[src/rtl/inst_fetch_pkg.sv]
// Shared constants and helpers for the instruction-fetch stage.
package inst_fetch_pkg;

    localparam int unsigned IF_ADDR_W   = 32;
    localparam int unsigned IF_DATA_W   = 32;
    localparam int unsigned FETCH_DEPTH = 2;
    localparam logic [31:0] NOP_INST    = 32'h0000_0013;

    // Bits needed to hold a count in the range 0..depth.
    function automatic int unsigned cnt_width(input int unsigned depth);
        return $clog2(depth + 1);
    endfunction

endpackage

[src/rtl/inst_fetch_if.sv]
// Instruction bus: pipelined req/gnt request channel with in-order rvalid responses.
interface inst_fetch_if #(
    parameter int unsigned ADDR_W = inst_fetch_pkg::IF_ADDR_W,
    parameter int unsigned DATA_W = inst_fetch_pkg::IF_DATA_W
) ();

    logic              req;
    logic [ADDR_W-1:0] addr;
    logic              gnt;
    logic              rvalid;
    logic [DATA_W-1:0] rdata;
    logic              err;

    modport master (output req, addr, input gnt, rvalid, rdata, err);
    modport slave  (input req, addr, output gnt, rvalid, rdata, err);

endinterface

[src/rtl/inst_fetch_fifo.sv]
// Synchronous FIFO with flush; head is read combinationally from the storage array.
module fetch_fifo
    import inst_fetch_pkg::*;
#(
    parameter int unsigned W     = 8,
    parameter int unsigned DEPTH = 2,
    localparam int unsigned CNT_W = cnt_width(DEPTH),
    localparam int unsigned PTR_W = $clog2(DEPTH)
) (
    input  logic             clk,
    input  logic             rst_n,
    input  logic             flush_i,
    input  logic             push_i,
    input  logic             pop_i,
    input  logic [W-1:0]     data_i,
    output logic [W-1:0]     head_o,
    output logic             empty_o,
    output logic             full_o,
    output logic [CNT_W-1:0] count_o
);

    logic [W-1:0]     mem_q [DEPTH];
    logic [PTR_W-1:0] wr_ptr_q, wr_ptr_d;
    logic [PTR_W-1:0] rd_ptr_q, rd_ptr_d;
    logic [CNT_W-1:0] count_q, count_d;

    // Power-of-two depth lets the pointers wrap by plain overflow.
    always_comb begin
        wr_ptr_d = wr_ptr_q;
        rd_ptr_d = rd_ptr_q;
        count_d  = count_q;
        if (flush_i) begin
            wr_ptr_d = '0;
            rd_ptr_d = '0;
            count_d  = '0;
        end else begin
            if (push_i) wr_ptr_d = wr_ptr_q + PTR_W'(1);
            if (pop_i)  rd_ptr_d = rd_ptr_q + PTR_W'(1);
            count_d = count_q + CNT_W'(push_i) - CNT_W'(pop_i);
        end
    end

    always_ff @(posedge clk or negedge rst_n) begin
        if (!rst_n) begin
            wr_ptr_q <= '0;
            rd_ptr_q <= '0;
            count_q  <= '0;
            for (int i = 0; i < int'(DEPTH); i++) mem_q[i] <= '0;
        end else begin
            wr_ptr_q <= wr_ptr_d;
            rd_ptr_q <= rd_ptr_d;
            count_q  <= count_d;
            if (push_i && !flush_i) mem_q[wr_ptr_q] <= data_i;
        end
    end

    assign head_o  = mem_q[rd_ptr_q];
    assign empty_o = (count_q == '0);
    assign full_o  = (count_q == CNT_W'(DEPTH));
    assign count_o = count_q;

    a_no_overflow: assert property (@(posedge clk) disable iff (!rst_n)
        !(push_i && full_o && !pop_i && !flush_i));
    a_no_underflow: assert property (@(posedge clk) disable iff (!rst_n)
        !(pop_i && empty_o && !flush_i));

endmodule

[src/rtl/inst_fetch.sv]
// Instruction-fetch stage: issues pipelined bus requests for pc_i, buffers returned
// words with their PCs and presents them to decode; a redirect discards everything older.
module inst_fetch
    import inst_fetch_pkg::*;
#(
    parameter int unsigned ADDR_W = IF_ADDR_W,
    parameter int unsigned DATA_W = IF_DATA_W,
    parameter int unsigned DEPTH  = FETCH_DEPTH
) (
    input  logic              clk,
    input  logic              rst,
    input  logic [ADDR_W-1:0] pc_i,
    input  logic              ce_i,
    input  logic              branch_flag_i,
    input  logic [4:0]        stalled,
    inst_fetch_if.master      ibus,
    output logic              fetch_stall_o,
    output logic [ADDR_W-1:0] if_pc_o,
    output logic [DATA_W-1:0] if_inst_o,
    output logic              if_valid_o,
    output logic              if_err_o
);

    localparam int unsigned CNT_W   = cnt_width(DEPTH);
    localparam int unsigned SUM_W   = CNT_W + 1;
    localparam int unsigned ENTRY_W = 1 + DATA_W + ADDR_W;

    logic [CNT_W-1:0]   outstanding_q, outstanding_d;
    logic [CNT_W-1:0]   drop_cnt_q, drop_cnt_d;
    logic [SUM_W-1:0]   used;
    logic               credit, accept, rsp, drop, push, pop;
    logic [ADDR_W-1:0]  tag_pc;
    logic               tag_empty, tag_full;
    logic [CNT_W-1:0]   tag_cnt;
    logic [ENTRY_W-1:0] head;
    logic               fifo_empty, fifo_full;
    logic [CNT_W-1:0]   fifo_cnt;
    logic               head_err;
    logic               unused_c;

    // Credit covers both in-flight requests and buffered words, so a response always has room.
    assign used   = SUM_W'(outstanding_q) + SUM_W'(fifo_cnt);
    assign credit = used < SUM_W'(DEPTH);

    assign ibus.req      = ce_i & credit & ~branch_flag_i;
    assign ibus.addr     = pc_i;
    assign accept        = ibus.req & ibus.gnt;
    assign fetch_stall_o = ce_i & ~accept & ~branch_flag_i;

    // A response with no request on record (e.g. from before reset) is ignored.
    assign rsp  = ibus.rvalid & ~tag_empty;
    assign drop = rsp & ((drop_cnt_q != '0) | branch_flag_i);
    assign push = rsp & ~drop;
    assign pop  = if_valid_o & ~stalled[1] & ~branch_flag_i;

    always_comb begin
        outstanding_d = outstanding_q + CNT_W'(accept) - CNT_W'(rsp);
        drop_cnt_d    = drop_cnt_q;
        if (branch_flag_i) begin
            drop_cnt_d = outstanding_q - CNT_W'(rsp) + CNT_W'(accept);
        end else if (rsp && drop_cnt_q != '0) begin
            drop_cnt_d = drop_cnt_q - CNT_W'(1);
        end
    end

    always_ff @(posedge clk or negedge rst) begin
        if (!rst) begin
            outstanding_q <= '0;
            drop_cnt_q    <= '0;
        end else begin
            outstanding_q <= outstanding_d;
            drop_cnt_q    <= drop_cnt_d;
        end
    end

    fetch_fifo #(.W(ADDR_W), .DEPTH(DEPTH)) u_tag_q (
        .clk     (clk),
        .rst_n   (rst),
        .flush_i (1'b0),
        .push_i  (accept),
        .pop_i   (rsp),
        .data_i  (pc_i),
        .head_o  (tag_pc),
        .empty_o (tag_empty),
        .full_o  (tag_full),
        .count_o (tag_cnt)
    );

    fetch_fifo #(.W(ENTRY_W), .DEPTH(DEPTH)) u_data_q (
        .clk     (clk),
        .rst_n   (rst),
        .flush_i (branch_flag_i),
        .push_i  (push),
        .pop_i   (pop),
        .data_i  ({ibus.err, ibus.rdata, tag_pc}),
        .head_o  (head),
        .empty_o (fifo_empty),
        .full_o  (fifo_full),
        .count_o (fifo_cnt)
    );

    // Faulted words present as NOP; the error flag travels alongside for the trap logic.
    assign head_err   = head[ENTRY_W-1];
    assign if_valid_o = ~fifo_empty;
    assign if_err_o   = if_valid_o & head_err;
    assign if_pc_o    = if_valid_o ? head[ADDR_W-1:0] : '0;
    assign if_inst_o  = (if_valid_o && !head_err) ? head[ADDR_W +: DATA_W] : DATA_W'(NOP_INST);

    assign unused_c = ^{stalled[4:2], stalled[0], tag_full, fifo_full};

    a_outstanding_max: assert property (@(posedge clk) disable iff (!rst)
        outstanding_q <= CNT_W'(DEPTH));
    a_drop_le_outstanding: assert property (@(posedge clk) disable iff (!rst)
        drop_cnt_q <= outstanding_q);
    a_tag_tracks: assert property (@(posedge clk) disable iff (!rst)
        tag_cnt == outstanding_q);

endmodule

[src/flat_wrapper.sv]
// flat-port wrapper written by rule: the top's interface ports become plain ports
module inst_fetch_flat import inst_fetch_pkg::*;
#(
    parameter int unsigned ADDR_W = IF_ADDR_W,
    parameter int unsigned DATA_W = IF_DATA_W,
    parameter int unsigned DEPTH  = FETCH_DEPTH
)
  (clk, rst, pc_i, ce_i, branch_flag_i, stalled, fetch_stall_o, if_pc_o, if_inst_o, if_valid_o, if_err_o, ibus_req, ibus_addr, ibus_gnt, ibus_rvalid, ibus_rdata, ibus_err);
  inst_fetch_if #(.ADDR_W(ADDR_W), .DATA_W(DATA_W)) ibus_i ();
  input  logic clk;
  input  logic rst;
  input  logic [ADDR_W-1:0] pc_i;
  input  logic ce_i;
  input  logic branch_flag_i;
  input  logic [4:0] stalled;
  output logic fetch_stall_o;
  output logic [ADDR_W-1:0] if_pc_o;
  output logic [DATA_W-1:0] if_inst_o;
  output logic if_valid_o;
  output logic if_err_o;
  output wire logic [$bits(ibus_i.req)-1:0] ibus_req;
  output wire logic [$bits(ibus_i.addr)-1:0] ibus_addr;
  input wire logic [$bits(ibus_i.gnt)-1:0] ibus_gnt;
  input wire logic [$bits(ibus_i.rvalid)-1:0] ibus_rvalid;
  input wire logic [$bits(ibus_i.rdata)-1:0] ibus_rdata;
  input wire logic [$bits(ibus_i.err)-1:0] ibus_err;
  assign ibus_req = ibus_i.req;
  assign ibus_addr = ibus_i.addr;
  assign ibus_i.gnt = ibus_gnt;
  assign ibus_i.rvalid = ibus_rvalid;
  assign ibus_i.rdata = ibus_rdata;
  assign ibus_i.err = ibus_err;
  inst_fetch #(.ADDR_W(ADDR_W), .DATA_W(DATA_W), .DEPTH(DEPTH)) u_core (.clk(clk), .rst(rst), .pc_i(pc_i), .ce_i(ce_i), .branch_flag_i(branch_flag_i), .stalled(stalled), .ibus(ibus_i), .fetch_stall_o(fetch_stall_o), .if_pc_o(if_pc_o), .if_inst_o(if_inst_o), .if_valid_o(if_valid_o), .if_err_o(if_err_o));
endmodule
[config.mk]
export PLATFORM = sky130hd
export DESIGN_NAME = inst_fetch_flat
export DESIGN_NICKNAME = d
export VERILOG_FILES = /design/src/rtl/inst_fetch_pkg.sv /design/src/rtl/inst_fetch_if.sv /design/src/rtl/inst_fetch_fifo.sv /design/src/rtl/inst_fetch.sv /design/src/flat_wrapper.sv
export SDC_FILE = /design/constraint.sdc
export NUM_CORES = 1
export LEC_CHECK = 0
export CAP_MARGIN = 20
export CORE_MARGIN = 3
export CORE_UTILIZATION = 44
export DETAILED_ROUTE_END_ITERATION = 7
export PLACE_DENSITY = 0.77
export SLEW_MARGIN = 40
export SYNTH_ARGS = -nofsm -noshare
export SYNTH_HDL_FRONTEND = slang
export SYNTH_SLANG_ARGS = --single-unit
[constraint.sdc]
create_clock -name clk -period 2.2 [get_ports clk]
set_input_delay 0.44 -clock clk [delete_from_list [all_inputs] [get_ports clk]]
set_output_delay 0.44 -clock clk [all_outputs]
set_load 0.01 [all_outputs]
==> summary.md <==
| Metric | Value |
|---|---|
| RSZ-0062 raised after global routing | yes |
| Leakage power | 6.29 nW |
| Area Overhead vs Synth | 41.2% |
| CTS Buffer Depth | 3 |
| Post-DP HPWL | 13.2 mm |
| Crit path depth | 6 |
| Critical Path Start | u_core.u_data_q.count_o[0] |
| CP top delay family | simple AND/OR/NAND/NOR gates |
| Power Density | approximately 1200 nW/um2 |
| Clk_lat worst skew | around 510 ps |
| Max VDD drop | approximately 0.8 mV |
| Worst Skew | 18.1 ps |
| Via density per instance | between 5 and 6 |
| Largest net degree at the start of global routing | 66 |
| Core area | about 21000 um2 |
| Final worst-path cycle share | 123% |
| Io pins | around 180 |
| CP Class | register to output pin |
| Layout Nets | slightly below 1000 |
| Synthesized area | 9640 um2 |
| Slew headroom | between 70% and 80% |
| FF+latch area | about 5200 um2 |
| Cell taking the most area after synthesis | dfrtp_1 |
| Global-route wire length before repair | 36.7 mm |
| Fillers | approximately 1600 |
| Die W | about 150 um |
| Period minus WS final | 2720 ps |
| # port buffers | approximately 170 |
| # H-tree levels | 1 |
| Vias in the first global route | approximately 6500 |
| Number of synthesized flops with an enable pin | 0 |
| Fin Setup TNS | -23140 ps |
| Max Clk Rate | approximately 370 MHz |
| Slowest cell on crit path | fa_1 |
| Row cnt | 53 |
| Initial antenna violation count | 0 |
| CTS clk-pin slew, worst paths | approximately 60 ps |
| Ys flop type | dfrtp_1 |
| Syn nets | 771 |
| Drt pass-1 iters | 4 |
| R2r worst-path depth | 10 |
| Post-route ant nets | 0 |
| Ys Warns | 0 |
| DR vias | 6202 |
| Yosys reg bits | around 210 |
| Die Footprint | 23700 um2 |
| Synth area leaders | dfrtp_1, mux2_2, mux2i_1 |
| Inserted Diodes | 0 |
| Cell with the most instances after synthesis | dfrtp_1 |
| CTS sink count | around 200 |
| Outcome | finished, violations left |
| Die height | ~150 um |
| Crit end category | output pin |
| Reg2reg start | u_core.u_data_q.count_o[0] |
| Final Wtd Congestion | ~0.74 |
| RR Endpoint | u_core.u_tag_q.mem_q[6] |
| Multi-input logic area | ~4300 um2 |
| Max-Cap Viols | 0 |
| Seq/Total Area, Yosys | 53.5% |
| Failing checks | setup timing |
| Worst path max stage delay | 490 ps |
| Residual DRC | 0 |
| Gate count after technology mapping | ~700 |
| Routed wire length | about 24 mm |
| GR Util All Layers | 19.3% |
| Slew at the pin closest to its max-slew limit | about 400 ps |
| Asr flop ratio synth | 100% |
| CP Data Required Time | about 1800 ps |
| Slew Viols, Final | 0 |
| WL per Instance | between 20 and 25 um |
| Synth unique cells | 33 |
| Synth top cells by count | dfrtp_1, mux2_2, mux2i_1 |
| Cell Area, Placed | approximately 12000 um2 |
| CTS Root Buffer Type | clkbuf_16 |
| Crit-path max FO | 2 |
| Crit path launch type | register |
| Worst Hold Class | primary input to asynchronous set/reset pin |
| Gr ovfl total | 0 |
| WP data arrival | 2280 ps |
| Post-Syn Area per Cell | between 10 and 15 um2 |
| Starting Density | between 40 and 50% |
| CTS tree | built |
| Worst setup path endpoint | fetch_stall_o |
| Final Cell Area | 13600 um2 |
| Layout cells sized above 1 | 53.6% |
| Reg2Reg Setup Slack | -350 ps |
| Crit-path cells | and2_4 -> fa_1 -> nor4b_4 -> nand2_2 -> and3b_2 -> buf_6 |
| Synth top area share | roughly 53% |
| Final setup vio count | about 120 |
| Final WS setup | -515 ps |
| CTS Buf Count | 23 |
| WP buf/inv | 1 |
| Hold Fails Final Rpt | 0 |
| Post-layout util | between 60% and 70% |
| 1st-iter DRT viols | about 220 |
[worst min-delay path by stage]
stage / from / slack [ps] / cells after the start / end
6_report: rst / 450 / 2 / u_core.u_data_q.mem_q[34]
4_1_cts: rst / 450 / 2 / u_core.outstanding_q[0]
2_1_floorplan: rst / 140 / 0 / u_core.drop_cnt_q[0]
5_1_grt: rst / 470 / 2 / u_core.u_data_q.mem_q[34]
3_5_place_dp: rst / 410 / 1 / u_core.u_data_q.mem_q[99]
3_3_place_gp: rst / 410 / 1 / u_core.u_data_q.mem_q[99]
[area by class of cell]
type	instances	share of cell area, %
multi-input combinational	400	31.9
tap	275	2.53
clock inverter	10	0.947
sequential	206	37.9
clock buffer	31	4.82
timing repair buffer	266	21.6
inverter	10	0.276
[cells in the final DEF (no fill, tap or decap), drive strengths merged, types with 7 or more instances in the layout]
| cell type | instances |
|---|---|
| clkbuf | 38 |
| ha | 7 |
| xnor2 | 7 |
| clkdlybuf4s50 | 102 |
| buf | 155 |
| dfrtp | 206 |
| inv | 11 |
| mux2 | 226 |
| nor2 | 64 |
| mux2i | 65 |
[power by group]
group          internal (mW)  leakage, nW  switching [mW]  total [mW]
combinational           3.92         3.27            2.58        6.50
sequential              5.42         2.63           0.918        6.34
clock                   2.44        0.393            1.51        3.95
total                   11.8         6.29            5.01        16.8
[layer usage]
layer | share of wire (%) | GRT usage, % | wire, um | vias up
li1 | - | - | - | 2827
met1 | 46 | 27.3 | 11200 | 3170
met2 | 47 | 31.7 | 11600 | 174
met3 | 4.8 | 3.41 | 1180 | 31
met4 | 1.9 | 3.62 | 477 | 0
met5 | 0 | 0 | 0 | -
[logic make-up after synthesis]
group	Yosys count	synth area share, %
multiplexers	291	34.7
AO/OA/AOI/OAI	8	0.558
XOR/XNOR	8	0.727
flip-flops	206	53.5
buffers and inverters	81	5.45
AND/OR/NAND/NOR	85	3.97
adder cells (fa/ha/maj)	8	1.12
[sequential cells by signal, indices dropped and copies added, names as in the netlist]
name                      count
u_core.u_data_q.mem_q       130
u_core.u_tag_q.rd_ptr_q       1
u_core.drop_cnt_q             2
u_core.u_data_q.rd_ptr_q      1
u_core.u_tag_q.mem_q         64
u_core.u_tag_q.count_o        2
u_core.u_data_q.count_o       2
u_core.outstanding_q          2
u_core.u_data_q.wr_ptr_q      1
u_core.u_tag_q.wr_ptr_q       1
[stage by stage]
step                worst slack, ps  hold WS [ps]  instances  power (mW)
floorplan                      -207           144        687        9.71
global placement               -324           408       1099        11.2
detailed placement             -355           407       1099        11.4
CTS                            -477           445       1189        16.2
global route                   -596           474       1198        17.7
finish                         -515           448       1198        16.8
[timing repair]
item	in CTS	in global routing
gates resized for setup	346	115
buffers inserted	38	20
hold buffers	1	0
setup endpoints to repair	134	138
gates cloned	12	6
endpoints found under the hold margin	39	0
pin swaps	21	27
Note: power is estimated with default switching activity, not from simulation.
